`src/rtl/fwd_pkg.sv`:
```
// Shared forwarding types: stage states, select-width helper and the
// core's standard forwarding source indices.
package fwd_pkg;

    typedef enum logic [1:0] {
        IDLE = 2'd0,
        WAIT = 2'd1,
        FULL = 2'd2
    } fwd_state_e;

    localparam int FWD_SRC_RF    = 0;
    localparam int FWD_SRC_EXMEM = 1;
    localparam int FWD_SRC_MEMWB = 2;
    localparam int FWD_SRC_MUL   = 3;
    localparam int FWD_NUM_SRC   = 4;

    function automatic int fwd_sel_w(input int n);
        return (n < 2) ? 1 : $clog2(n);
    endfunction

endpackage

```
`src/rtl/fwd_sel_stage_mux_n.sv`:
```
// NUM_SRC:1 operand selector; out-of-range selects fall to the last source.
// Also reports the effective (clamped) index it used.
module mux_n
    import fwd_pkg::*;
#(
    parameter int DATA_W  = 64,
    parameter int NUM_SRC = 4,
    localparam int SEL_W  = fwd_sel_w(NUM_SRC)
) (
    input  logic [SEL_W-1:0]          sel,
    input  logic [NUM_SRC*DATA_W-1:0] din,
    output logic [SEL_W-1:0]          idx,
    output logic [DATA_W-1:0]         dout
);

    localparam logic [SEL_W:0]   NSRC = (SEL_W+1)'(NUM_SRC);
    localparam logic [SEL_W-1:0] LAST = SEL_W'(NUM_SRC - 1);

    always_comb begin
        idx  = ({1'b0, sel} < NSRC) ? sel : LAST;
        dout = '0;
        for (int i = 0; i < NUM_SRC; i++) begin
            if (idx == SEL_W'(i)) begin
                dout = din[i*DATA_W +: DATA_W];
            end
        end
    end

endmodule

```
`src/rtl/fwd_sel_stage.sv`:
```
// Operand-forwarding stage: selects one of NUM_SRC sources, waits for it
// to become valid and holds it in an output register behind valid/ready.
module fwd_sel_stage
    import fwd_pkg::*;
#(
    parameter int DATA_W   = 64,
    parameter int NUM_SRC  = 4,
    parameter int WAIT_MAX = 4,
    localparam int SEL_W   = fwd_sel_w(NUM_SRC)
) (
    input  logic                      clk,
    input  logic                      arst,
    input  logic                      in_valid,
    output logic                      in_ready,
    input  logic [SEL_W-1:0]          sel,
    input  logic [NUM_SRC*DATA_W-1:0] src_data,
    input  logic [NUM_SRC-1:0]        src_valid,
    output logic                      out_valid,
    input  logic                      out_ready,
    output logic [DATA_W-1:0]         out_data,
    output logic                      stall,
    output logic                      timeout_err
);

    localparam int CNT_W = $clog2(WAIT_MAX + 1);
    localparam logic [CNT_W-1:0] CNT_MAX = CNT_W'(WAIT_MAX);

    fwd_state_e        state_q, state_d;
    logic [SEL_W-1:0]  sel_q, sel_d;
    logic [CNT_W-1:0]  wait_cnt, cnt_d;
    logic [DATA_W-1:0] data_d;
    logic              tmo_d;
    logic [SEL_W-1:0]  mux_sel, idx;
    logic [DATA_W-1:0] mux_data;
    logic              src_ok;
    logic              accept;

    // In WAIT the stored index drives the mux; otherwise the incoming select.
    assign mux_sel = (state_q == WAIT) ? sel_q : sel;

    mux_n #(
        .DATA_W  (DATA_W),
        .NUM_SRC (NUM_SRC)
    ) u_mux (
        .sel  (mux_sel),
        .din  (src_data),
        .idx  (idx),
        .dout (mux_data)
    );

    assign src_ok    = src_valid[idx];
    assign in_ready  = (state_q == IDLE) || (state_q == FULL && out_ready);
    assign accept    = in_valid && in_ready;
    assign out_valid = (state_q == FULL);
    assign stall     = (state_q == WAIT);

    always_comb begin
        state_d = state_q;
        sel_d   = sel_q;
        cnt_d   = wait_cnt;
        data_d  = out_data;
        tmo_d   = timeout_err;
        unique case (state_q)
            IDLE, FULL: begin
                if (state_q == FULL && out_ready) begin
                    state_d = IDLE;
                end
                if (accept) begin
                    sel_d = idx;
                    if (src_ok) begin
                        data_d  = mux_data;
                        state_d = FULL;
                    end else begin
                        cnt_d   = '0;
                        state_d = WAIT;
                    end
                end
            end
            WAIT: begin
                if (src_ok) begin
                    data_d  = mux_data;
                    state_d = FULL;
                end else if (wait_cnt != CNT_MAX) begin
                    cnt_d = wait_cnt + 1'b1;
                    if (cnt_d == CNT_MAX) begin
                        tmo_d = 1'b1;
                    end
                end
            end
            default: state_d = IDLE;
        endcase
    end

    always_ff @(posedge clk or posedge arst) begin
        if (arst) begin
            state_q     <= IDLE;
            sel_q       <= '0;
            wait_cnt    <= '0;
            out_data    <= '0;
            timeout_err <= 1'b0;
        end else begin
            state_q     <= state_d;
            sel_q       <= sel_d;
            wait_cnt    <= cnt_d;
            out_data    <= data_d;
            timeout_err <= tmo_d;
        end
    end

endmodule

```
`config.mk`:
```
export PLATFORM = sky130hd
export DESIGN_NAME = fwd_sel_stage
export DESIGN_NICKNAME = d
export VERILOG_FILES = /design/src/rtl/fwd_pkg.sv /design/src/rtl/fwd_sel_stage_mux_n.sv /design/src/rtl/fwd_sel_stage.sv
export SDC_FILE = /design/constraint.sdc
export NUM_CORES = 1
export LEC_CHECK = 0
export ABC_AREA = 1
export CAP_MARGIN = 20
export CORE_AREA = 2 2 129 131
export DETAILED_ROUTE_END_ITERATION = 10
export DIE_AREA = 0 0 131 133
export PLACE_DENSITY = 0.71
export SYNTH_ARGS = -nofsm -noshare
export SYNTH_HDL_FRONTEND = slang
export SYNTH_SLANG_ARGS = --single-unit
```
`constraint.sdc`:
```
create_clock -name clk -period 5.5 [get_ports clk]
set_clock_uncertainty 0.15 [all_clocks]
set_input_delay 1.1 -clock clk [delete_from_list [all_inputs] [get_ports clk]]
set_output_delay 1.1 -clock clk [all_outputs]
set_load 0.1 [all_outputs]
```
==> results of run 1 <==
==> per-stage QoR <==
step                      area, um^2  worst slack [ns]  cells
after global placement          8200              1.33   1213
after global routing            8450              1.28   1227
after detailed placement        8200              1.31   1213
after CTS                       8450              1.31   1227
final                           8450              1.32   1227
after floorplan                 4840              2.20    711
==> placed cells by master (no fill, tap or decap), types with 4 or more instances in the layout <==
| master | count |
|---|---|
| sky130_fd_sc_hd__clkdlybuf4s50_1 | 333 |
| sky130_fd_sc_hd__nand2_1 | 274 |
| sky130_fd_sc_hd__nand3_1 | 200 |
| sky130_fd_sc_hd__dfrtp_1 | 72 |
| sky130_fd_sc_hd__nand4_1 | 68 |
| sky130_fd_sc_hd__inv_1 | 10 |
| sky130_fd_sc_hd__clkbuf_16 | 9 |
| sky130_fd_sc_hd__buf_4 | 9 |
| sky130_fd_sc_hd__nor2_1 | 5 |
| sky130_fd_sc_hd__nand2_4 | 4 |
==> synth_stat cells (all sizes together) <==
cell,instances
xnor2,1
a21oi,2
nand4,68
nand2,278
o31ai,1
clkbuf,6
nor2,7
nand3,203
ha,3
o21ai,3
inv,13
dfrtp,72
buf,54
==> layer usage <==
layer	track usage (%)	vias to the layer above
met5	0	-
met4	9.28	2
met3	5.94	49
met2	38.5	256
met1	28.3	2854
li1	-	3001
==> final cells by class <==
cell class | count | share of cell area, %
timing repair buffer | 342 | 40.2
multi-input combinational | 566 | 31.6
sequential | 72 | 21.3
tap | 220 | 3.26
clock buffer | 13 | 2.96
inverter | 13 | 0.622
clock inverter | 1 | 0.0592
==> logic make-up (layout without fill, tap and decap cells) <==
logic type | Yosys count | after routing | share of synthesized area [%]
adders and majority gates | 3 | 3 | 0.776
xor gates and xnor gates | 1 | 1 | 0.181
DFF | 72 | 72 | 37.2
and+or+nand+nor | 556 | 556 | 52.8
AOI/OAI and AO/OA | 6 | 6 | 0.983
buffers and inverters | 73 | 369 | 8.07
==> power breakdown <==
group	leakage (nW)	total (mW)	internal, mW	switching (mW)
clock	0.126	0.521	0.312	0.209
combinational	2.61	3.68	0.909	2.77
sequential	0.910	0.900	0.764	0.135
==> path summary, 6_finish.rpt <==
path / start / to / slack, ns
worst max-delay path: out_ready / in_ready / 1.32
worst max register to register: state_q[0] / out_data[20] / 2.21
min in group asynchronous: arst / out_data[31] / 0.99
worst min register to register: out_data[5] / out_data[5] / 0.32
max in group asynchronous: arst / out_data[35] / 3.25
worst min-delay path: out_data[5] / out_data[5] / 0.32
==> sequential cells by signal (all words and copies together) (netlist names) <==
signal / count
out_data: 64
state_q: 2
wait_cnt: 3
sel_q: 2
timeout_err: 1
==> critical path: cells and delay by family <==
kind / cells / cell delay [ns]
buf+inv: 3 / 1.69
compound gates: 1 / 0.14
==> reports/summary.txt, run 1 <==
==================================================================================================
Routed length per placed instance                                                          17.0 um
Vias per Instance                                                                             5.02
Clock period minus worst slack                                                             4.18 ns
Largest cells by area after synthesis                                                 sky130_fd_sc_hd__dfrtp_1 (37%), sky130_fd_sc_hd__nand2_1 (21%), sky130_fd_sc_hd__nand3_1 (21%)
GRT overflow                                                                                     0
Leakage component of the power                                                             3.65 nW
Floorplan die width                                                                         131 um
Number of inserted diodes                                                                        0
PD cells                                                                               603 nW/um^2
F_max                                                                                      239 MHz
Total Negative Setup Slacks                                                                   0 ns
Clk Tree Root Cell                                                                    sky130_fd_sc_hd__clkbuf_16
Synthesized flop and latch total                                                                72
Total of max-cap violations                                                                      0
Max stage delay on crit path                                                               1.15 ns
Number of buffer cells added on primary ports                                                  333
Maximum fanout along the worst path                                                              2
Tot Pwr                                                                                    5.10 mW
Final nets                                                                                    1273
Filler Cells Inserted                                                                         1598
Standard cell core area                                                                 16200 um^2
Arrival time at the worst endpoint                                                         2.93 ns
Post-synthesis sequential area ratio                                                         37.2%
Die height                                                                                  133 um
Utilization of the core after routing                                                        52.3%
Startpoint types                                                                         input pin
Number of buffers inserted to repair setup after CTS                                             0
Layout area overhead                                                                         74.7%
Cell count of the worst hold path                                                                2
Worst VDD drop                                                                            0.429 mV
Master of the slowest instance on the critical path                                   sky130_fd_sc_hd__clkdlybuf4s50_1
Top sig layer                                                                                 met5
Number of vias in the routed layout                                                           6162
All-layer global routing usage                                                               23.1%
CTS Hold Buffers Added                                                                           0
Logic depth of the worst register-to-register path                                               8
Placer Congestion                                                                            0.855
Initial core utilization                                                                     29.9%
Half-perimeter wire length of the detailed placement result                               14900 um
Synth warn                                                                                       0
Total I/O pin count                                                                            334
RSZ-0062 raised after global routing                                                            no
Maximum number of pins on one net before global-route repair                                    66
Library cell with the largest summed area after synthesis                             sky130_fd_sc_hd__dfrtp_1
Final max-slew violation count                                                                   0
Post-cts repair resize count                                                                     0
Part of the cycle the worst path needs                                                       76.1%
TritonCTS clock tree                                                                         built
Deepest clock path buffer count                                                                  2
Status                                                                                finished, final reports clean
Storage cell area                                                                        1800 um^2
Routed wire length                                                                        20800 um
Crit-path cells                                                                       clkdlybuf4s50_1 -> inv_1 -> a21oi_2 -> clkdlybuf4s50_1
Number of levels the H-tree was split into                                                       3
Standard-cell rows                                                                              47
Clock Latency Late Sink                                                                    0.33 ns
Class of the tightest hold or removal check                                             reg -> reg
Distinct cell type count after synthesis                                                        26
Cell Area, Synth                                                                         4840 um^2
Number of antenna violations at the first check in global routing                                1
Final routed DRC violation total                                                                 0
Number of clock sinks seen by CTS                                                               72
Gate count of the mapped netlist                                                               711
Met3 WL                                                                                    1770 um
Proportion of layout cells with a drive suffix above 1                                       3.38%
Final setup viols                                                                                0
CP Capture Type                                                                        output port
Most used cell, CP                                                                    sky130_fd_sc_hd__clkdlybuf4s50_1
Total routed wire length on the met1 layer                                                 8390 um
Detailed-routing iteration count for the pre-antenna-repair pass                                 5
Count of nets left with antenna violations after detail routing                                  0
Number of global-route vias before repair                                                     5889
Hold Violations, Final                                                                           0
First-pass GRT wire length                                                                31300 um
Die Outline Area                                                                        17400 um^2
Worst relative slew slack                                                                    30.9%
Smallest hold slack                                                                       0.322 ns
Classification of the worst setup path                                                   in -> out
Met2 layer wire length in the routed design                                                9960 um
Average cell area after synthesis                                                        6.81 um^2
Required @ worst endpoint                                                                  4.25 ns
Num CTS Buffers                                                                                  9
Clock transition time at the flip-flop clock pins of the worst setup and hold paths        0.05 ns
Area of the multi-input gates                                                            2670 um^2
Post-Syn Nets                                                                                  980
Post-synth top area share                                                                    37.2%
Detailed router's first-iteration violation count                                              296
Worst-margin pin slew                                                                      1.03 ns
==================================================================================================
Power figures use the tool's default switching activity.
==> inputs of run 2 (changes only) <==
- CORE_AREA: 2 2 129 131 -> 2 2 130 132
- DIE_AREA: 0 0 131 133 -> 0 0 132 134
- PLACE_DENSITY: 0.71 -> 0.7
- clock period: 5.5 -> 4.25 ns (I/O delays scaled with it)
==> run 2 against run 1 <==
- final area is 1.0% higher
- sequential power is 31% higher
- setup slack worse by 0.18 ns
- core utilization is 0.14 points higher
==> reports/summary.txt, run 2 (synthesized netlist as in run 1, its figures left out) <==
==================================================================================================
Die height                                                                                  134 um   was 133 um
Detailed router's first-iteration violation count                                              366   was 296
Final max-slew violation count                                                                   0   unchanged
Final nets                                                                                    1274   was 1273
Tot Pwr                                                                                    6.74 mW   was 5.10 mW
Crit-path cells                                                                       nor2_1 -> clkdlybuf4s50_1   was clkdlybuf4s50_1 -> inv_1 -> a21oi_2 -> clkdlybuf4s50_1
Proportion of layout cells with a drive suffix above 1                                       4.16%   was 3.38%
Clock period minus worst slack                                                             3.12 ns
Classification of the worst setup path                                                  reg -> out   was in -> out
Initial core utilization                                                                     29.7%   was 29.9%
Count of nets left with antenna violations after detail routing                                  0   unchanged
DP Cell Count                                                                                 1213   unchanged
Part of the cycle the worst path needs                                                       73.3%
Number of inserted diodes                                                                        0   unchanged
Class of the tightest hold or removal check                                             reg -> reg   unchanged
WP buf/inv                                                                                       1   was 3
Number of levels the H-tree was split into                                                       3   unchanged
Area of all placed cells without fillers                                                 8540 um^2   was 8450 um^2
Total I/O pin count                                                                            334   unchanged
Die Outline Area                                                                        17700 um^2   was 17400 um^2
Most used cells in the layout excluding fill and tap cells                            sky130_fd_sc_hd__clkdlybuf4s50_1 (331), sky130_fd_sc_hd__nand2_1 (274), sky130_fd_sc_hd__nand3_1 (200), sky130_fd_sc_hd__dfrtp_1 (72), sky130_fd_sc_hd__nand4_1 (68)   was sky130_fd_sc_hd__clkdlybuf4s50_1 (333), sky130_fd_sc_hd__nand2_1 (274), sky130_fd_sc_hd__nand3_1 (200), sky130_fd_sc_hd__dfrtp_1 (72), sky130_fd_sc_hd__nand4_1 (68)
Leakage component of the power                                                             3.69 nW   was 3.65 nW
Status                                                                                finished, final reports clean   unchanged
Registers with the most flip-flops                                                    out_data (64), wait_cnt (3)   unchanged
Final routed DRC violation total                                                                 0   unchanged
Maximum fanout along the worst path                                                              7   was 2
TritonCTS clock tree                                                                         built   unchanged
Startpoint of the most critical setup path                                              state_q[0]   was out_ready
Worst relative slew slack                                                                    30.7%   was 30.9%
Layout area overhead                                                                         76.4%   was 74.7%
Logic depth of the worst register-to-register path                                               8   unchanged
Largest register FFs                                                                            64   unchanged
Number of clock sinks seen by CTS                                                               72   unchanged
Smallest hold slack                                                                       0.327 ns   was 0.322 ns
FF-to-FF setup slack                                                                       1.60 ns   was 2.21 ns
CP Capture Type                                                                        output port   unchanged
Startpoint of the worst-slack reg-to-reg timing path                                    state_q[0]   unchanged
Max stage delay on crit path                                                               1.15 ns   about the same
Path length in cells of the critical path                                                        2   was 4
Num CTS Buffers                                                                                  9   unchanged
Routed length per placed instance                                                          17.3 um   was 17.0 um
Number of standard cells in the final layout excluding fillers                                1230   was 1227
Startpoint types                                                                         flip-flop   was input pin
Number of antenna violations at the first check in global routing                                0   was 1
Placer Congestion                                                                            0.850   was 0.855
Post-cts repair resize count                                                                     0   unchanged
GRT overflow                                                                                     0   unchanged
Clk Tree Root Cell                                                                    sky130_fd_sc_hd__clkbuf_16   unchanged
Routed wire length                                                                        21300 um   was 20800 um
Clock Latency Late Sink                                                                    0.33 ns   about the same
Number of buffer cells added on primary ports                                                  333   unchanged
CTS Hold Buffers Added                                                                           0   unchanged
Number of buffers inserted to repair setup after CTS                                             0   unchanged
Most flop-heavy register                                                                  out_data   unchanged
F_max                                                                                      321 MHz
Arrival time at the worst endpoint                                                         2.12 ns   was 2.93 ns
Commonest non-fill, non-tap cell in the layout                                        sky130_fd_sc_hd__clkdlybuf4s50_1   unchanged
Maximum number of pins on one net before global-route repair                                    96   was 66
Final setup viols                                                                                0   unchanged
Number of global-route vias before repair                                                     6227   was 5889
Worst VDD drop                                                                            0.390 mV   was 0.429 mV
Total of max-cap violations                                                                      0   unchanged
Category of cells accounting for the largest share of critical-path delay             buffers and inverters   unchanged
Total Negative Setup Slacks                                                                   0 ns   unchanged
Number of vias in the routed layout                                                           6298   was 6162
Half-perimeter wire length of the detailed placement result                               15100 um   was 14900 um
Worst-margin pin slew                                                                      1.04 ns   was 1.03 ns
All-layer global routing usage                                                               23.7%   was 23.1%
Endpoint of the most critical setup path                                                 out_valid   was in_ready
Master of the slowest instance on the critical path                                   sky130_fd_sc_hd__clkdlybuf4s50_1   unchanged
First-pass GRT wire length                                                                33300 um   was 31300 um
Standard cell core area                                                                 16300 um^2   was 16200 um^2
Standard-cell rows                                                                              47   unchanged
PD cells                                                                               789 nW/um^2   was 603 nW/um^2
Floorplan die width                                                                         132 um   was 131 um
RSZ-0062 raised after global routing                                                            no   unchanged
Hold Violations, Final                                                                           0   unchanged
Required @ worst endpoint                                                                  3.25 ns   was 4.25 ns
Clock transition time at the flip-flop clock pins of the worst setup and hold paths        0.06 ns   was 0.05 ns
End of the worst register-to-register path                                            out_data[58]   was out_data[20]
Detailed-routing iteration count for the pre-antenna-repair pass                                 4   was 5
Vias per Instance                                                                             5.12   was 5.02
Placed cell area                                                                         8210 um^2   was 8200 um^2
Deepest clock path buffer count                                                                  2   unchanged
==================================================================================================
run 2: how the worst min path moves through the flow:
stage / from / end / slack, ns / cells past startpoint
6_report: timeout_err / timeout_err / 0.33 / 2
5_1_grt: out_data[24] / out_data[24] / 0.35 / 2
2_1_floorplan: sel_q[0] / sel_q[0] / 0.33 / 2
3_3_place_gp: timeout_err / timeout_err / 0.30 / 2
3_5_place_dp: timeout_err / timeout_err / 0.31 / 2
4_1_cts: out_data[38] / out_data[38] / 0.33 / 2
run 2: power breakdown:
part | internal, mW | total [mW] | leakage (nW) | switching (mW)
Sequential | 0.989 | 1.18 | 0.910 | 0.189
Clock | 0.484 | 0.779 | 0.148 | 0.295
Combinational | 1.19 | 4.78 | 2.63 | 3.59
Total | 2.67 | 6.74 | 3.69 | 4.07
run 2: tightest hold or removal path, stage by stage (launching register included):
cell and delay (ns):
sky130_fd_sc_hd__dfrtp_1 0.35, sky130_fd_sc_hd__inv_1 0.04, sky130_fd_sc_hd__nand2_1 0.06
run 2: cell type report:
type,count,area (um^2)
Multi-Input combinational cell,566,2670
Fill cell,1600,7750
Sequential cell,72,1800
Clock inverter,5,55.1
Inverter,13,52.6
Clock buffer,11,253
Tap cell,220,275
Timing Repair Buffer,343,3430
run 2: routing by layer:
layer | track usage (%) | vias to the layer above | routed length (um)
li1 | - | 3011 | -
met1 | 28.2 | 2910 | 8370
met2 | 39.3 | 309 | 10200
met3 | 6.99 | 68 | 1830
met4 | 11.5 | 0 | 905
met5 | 0 | - | 0
run 2: metrics by stage:
step	worst slack (ns)	utilization, %
2_1_floorplan	1.21	-
3_3_place_gp	0.868	50.4
3_5_place_dp	0.853	50.4
4_1_cts	1.12	52.3
5_1_grt	1.05	52.4
6_report	1.13	52.4
==> inputs of run 3 (changes only) <==
- clock period: 4.25 -> 3.2 ns (I/O delays scaled with it)
==> run 3 against run 2 <==
- combinational power up 32%
- die area unchanged
- final area down 1.2%
- power up 32%
- first-iteration DRC count down 23%
- critical endpoint is now in_ready
- largest power group unchanged
- highest routed layer unchanged
==> reports/summary.txt, run 3 (synthesized netlist as in run 1, its figures left out) <==
==================================================================================================
Relative contribution of sequential cells to total power                                     17.7%   was 17.5%
Routed length per placed instance                                                          17.1 um   was 17.3 um
Number of buffer cells added on primary ports                                                  333   unchanged
Layout area overhead                                                                         74.4%   was 76.4%
Worst-margin pin slew                                                                     0.854 ns   was 1.04 ns
Largest register FFs                                                                            64   unchanged
Number of inserted diodes                                                                        0   unchanged
Required @ worst endpoint                                                                  2.41 ns   was 3.25 ns
Classification of the worst setup path                                                   in -> out   was reg -> out
Leakage component of the power                                                             3.82 nW   was 3.69 nW
F_max                                                                                      419 MHz
Count of nets left with antenna violations after detail routing                                  0   unchanged
Startpoint of the worst-slack reg-to-reg timing path                                    state_q[0]   unchanged
Number of vias in the routed layout                                                           6258   was 6298
Endpoint of the most critical setup path                                                  in_ready   was out_valid
Tot Pwr                                                                                    8.89 mW   was 6.74 mW
Worst VDD drop                                                                            0.559 mV   was 0.390 mV
Deepest clock path buffer count                                                                  2   unchanged
Startpoint types                                                                         input pin   was flip-flop
First-pass GRT wire length                                                                33200 um   was 33300 um
Worst relative slew slack                                                                    43.1%   was 30.7%
RSZ-0062 raised after global routing                                                            no   unchanged
GRT overflow                                                                                     0   unchanged
Clock period minus worst slack                                                             2.39 ns
Area of all placed cells without fillers                                                 8440 um^2   was 8540 um^2
Detailed router's first-iteration violation count                                              283   was 366
Number of clock sinks seen by CTS                                                               72   unchanged
Maximum fanout along the worst path                                                              2   was 7
Vias per Instance                                                                             5.05   was 5.12
Clk Tree Root Cell                                                                    sky130_fd_sc_hd__clkbuf_16   unchanged
All-layer global routing usage                                                               23.7%   about the same
Standard-cell rows                                                                              47   unchanged
Registers with the most flip-flops                                                    out_data (64), wait_cnt (3)   unchanged
Hold Violations, Final                                                                           0   unchanged
Total I/O pin count                                                                            334   unchanged
Placed cell area                                                                         8140 um^2   was 8210 um^2
Smallest hold slack                                                                       0.331 ns   was 0.327 ns
Most used cells in the layout excluding fill and tap cells                            sky130_fd_sc_hd__nand2_1 (274), sky130_fd_sc_hd__clkdlybuf4s50_1 (265), sky130_fd_sc_hd__nand3_1 (200), sky130_fd_sc_hd__buf_4 (83), sky130_fd_sc_hd__dfrtp_1 (72)   was sky130_fd_sc_hd__clkdlybuf4s50_1 (331), sky130_fd_sc_hd__nand2_1 (274), sky130_fd_sc_hd__nand3_1 (200), sky130_fd_sc_hd__dfrtp_1 (72), sky130_fd_sc_hd__nand4_1 (68)
Num CTS Buffers                                                                                  9   unchanged
Post-cts repair resize count                                                                     0   unchanged
Arrival time at the worst endpoint                                                         1.60 ns   was 2.12 ns
Final nets                                                                                    1282   was 1274
Final routed DRC violation total                                                                 0   unchanged
CTS Hold Buffers Added                                                                           0   unchanged
Half-perimeter wire length of the detailed placement result                               15600 um   was 15100 um
Status                                                                                finished, final reports clean   unchanged
Floorplan die width                                                                         132 um   unchanged
Placer Congestion                                                                            0.824   was 0.850
Net switching fraction of the power                                                          60.8%   was 60.4%
Final setup viols                                                                                0   unchanged
Commonest non-fill, non-tap cell in the layout                                        sky130_fd_sc_hd__nand2_1   was sky130_fd_sc_hd__clkdlybuf4s50_1
PD cells                                                                              1050 nW/um^2   was 789 nW/um^2
Int Power                                                                                  3.48 mW   was 2.67 mW
FF-to-FF setup slack                                                                       0.94 ns   was 1.60 ns
Number of global-route vias before repair                                                     6115   was 6227
Part of the cycle the worst path needs                                                       74.6%
Clock transition time at the flip-flop clock pins of the worst setup and hold paths        0.05 ns   was 0.06 ns
TritonCTS clock tree                                                                         built   unchanged
Maximum number of pins on one net before global-route repair                                    84   was 96
Startpoint of the most critical setup path                                               out_ready   was state_q[0]
Number of levels the H-tree was split into                                                       3   unchanged
Switching pwr                                                                              5.41 mW   was 4.07 mW
Number of buffers inserted to repair setup after CTS                                             0   unchanged
Total Negative Setup Slacks                                                                   0 ns   unchanged
Clock network fraction of design power                                                       11.5%   was 11.6%
Proportion of layout cells with a drive suffix above 1                                       11.2%   was 4.16%
Standard cell core area                                                                 16300 um^2   unchanged
Initial core utilization                                                                     29.7%   unchanged
End of the worst register-to-register path                                            out_data[47]   was out_data[58]
Routed wire length                                                                        21100 um   was 21300 um
Class of the tightest hold or removal check                                             reg -> reg   unchanged
Die height                                                                                  134 um   unchanged
Die Outline Area                                                                        17700 um^2   unchanged
Clock Latency Late Sink                                                                    0.33 ns   about the same
CP Capture Type                                                                        output port   unchanged
Portion of total power attributed to combinational logic                                     70.8%   was 71.0%
Utilization of the core after routing                                                        51.8%   was 52.4%
Final max-slew violation count                                                                   0   unchanged
Most flop-heavy register                                                                  out_data   unchanged
Logic depth of the worst register-to-register path                                               8   unchanged
Detailed-routing iteration count for the pre-antenna-repair pass                                 5   was 4
Total of max-cap violations                                                                      0   unchanged
Number of antenna violations at the first check in global routing                                0   unchanged
==================================================================================================
[run 3: per-stage QoR]
| stage | instances | setup WS [ns] |
|---|---|---|
| after detailed placement | 1222 | 0.493 |
| final | 1238 | 0.813 |
| after floorplan | 711 | 0.373 |
| after global routing | 1238 | 0.678 |
| after CTS | 1238 | 0.810 |
| after global placement | 1222 | 0.537 |
[run 3: how the worst min path moves through the flow]
stage,end,slack [ns],from,cells past startpoint
after global routing,out_data[5],0.34,out_data[5],2
after floorplan,sel_q[0],0.33,sel_q[0],2
after CTS,out_data[15],0.33,out_data[15],2
after global placement,timeout_err,0.31,timeout_err,2
final,out_data[29],0.33,out_data[29],2
after detailed placement,out_data[34],0.32,out_data[34],2
[run 3: area by class of cell]
type	count	area, um^2
Clock buffer	13	260
Clock inverter	3	40.0
Fill cell	1613	7850
Inverter	13	52.6
Multi-Input combinational cell	566	2670
Sequential cell	72	1800
Tap cell	220	275
Timing Repair Buffer	351	3340
[run 3: routing by layer]
metal / routed length (um) / global-route usage (%) / vias up / share of wire (%)
met1: 8320 / 28.2 / 2931 / 39
met5: 0 / 0 / - / 0
met3: 1740 / 6.39 / 34 / 8.2
li1: - / - / 3020 / -
met4: 503 / 7.67 / 0 / 2.4
met2: 10600 / 41.5 / 273 / 50
[run 3: worst max-delay path, stage by stage]
cell                              delay, ns
sky130_fd_sc_hd__clkdlybuf4s50_1       0.49
sky130_fd_sc_hd__inv_1                 0.06
sky130_fd_sc_hd__a21oi_2               0.20
sky130_fd_sc_hd__buf_12                0.20
[run 3: power by group through the flow]
| stage | clock (mW) | sequential, mW | combinational, mW |
|---|---|---|---|
| detailed placement | 0 | 1.57 | 6.33 |
| finish | 1.03 | 1.57 | 6.30 |
| CTS | 1.06 | 1.57 | 6.34 |
| floorplan | 0 | 4.08 | 2.19 |
| global route | 1.09 | 1.61 | 6.68 |
| global placement | 0 | 1.57 | 6.30 |
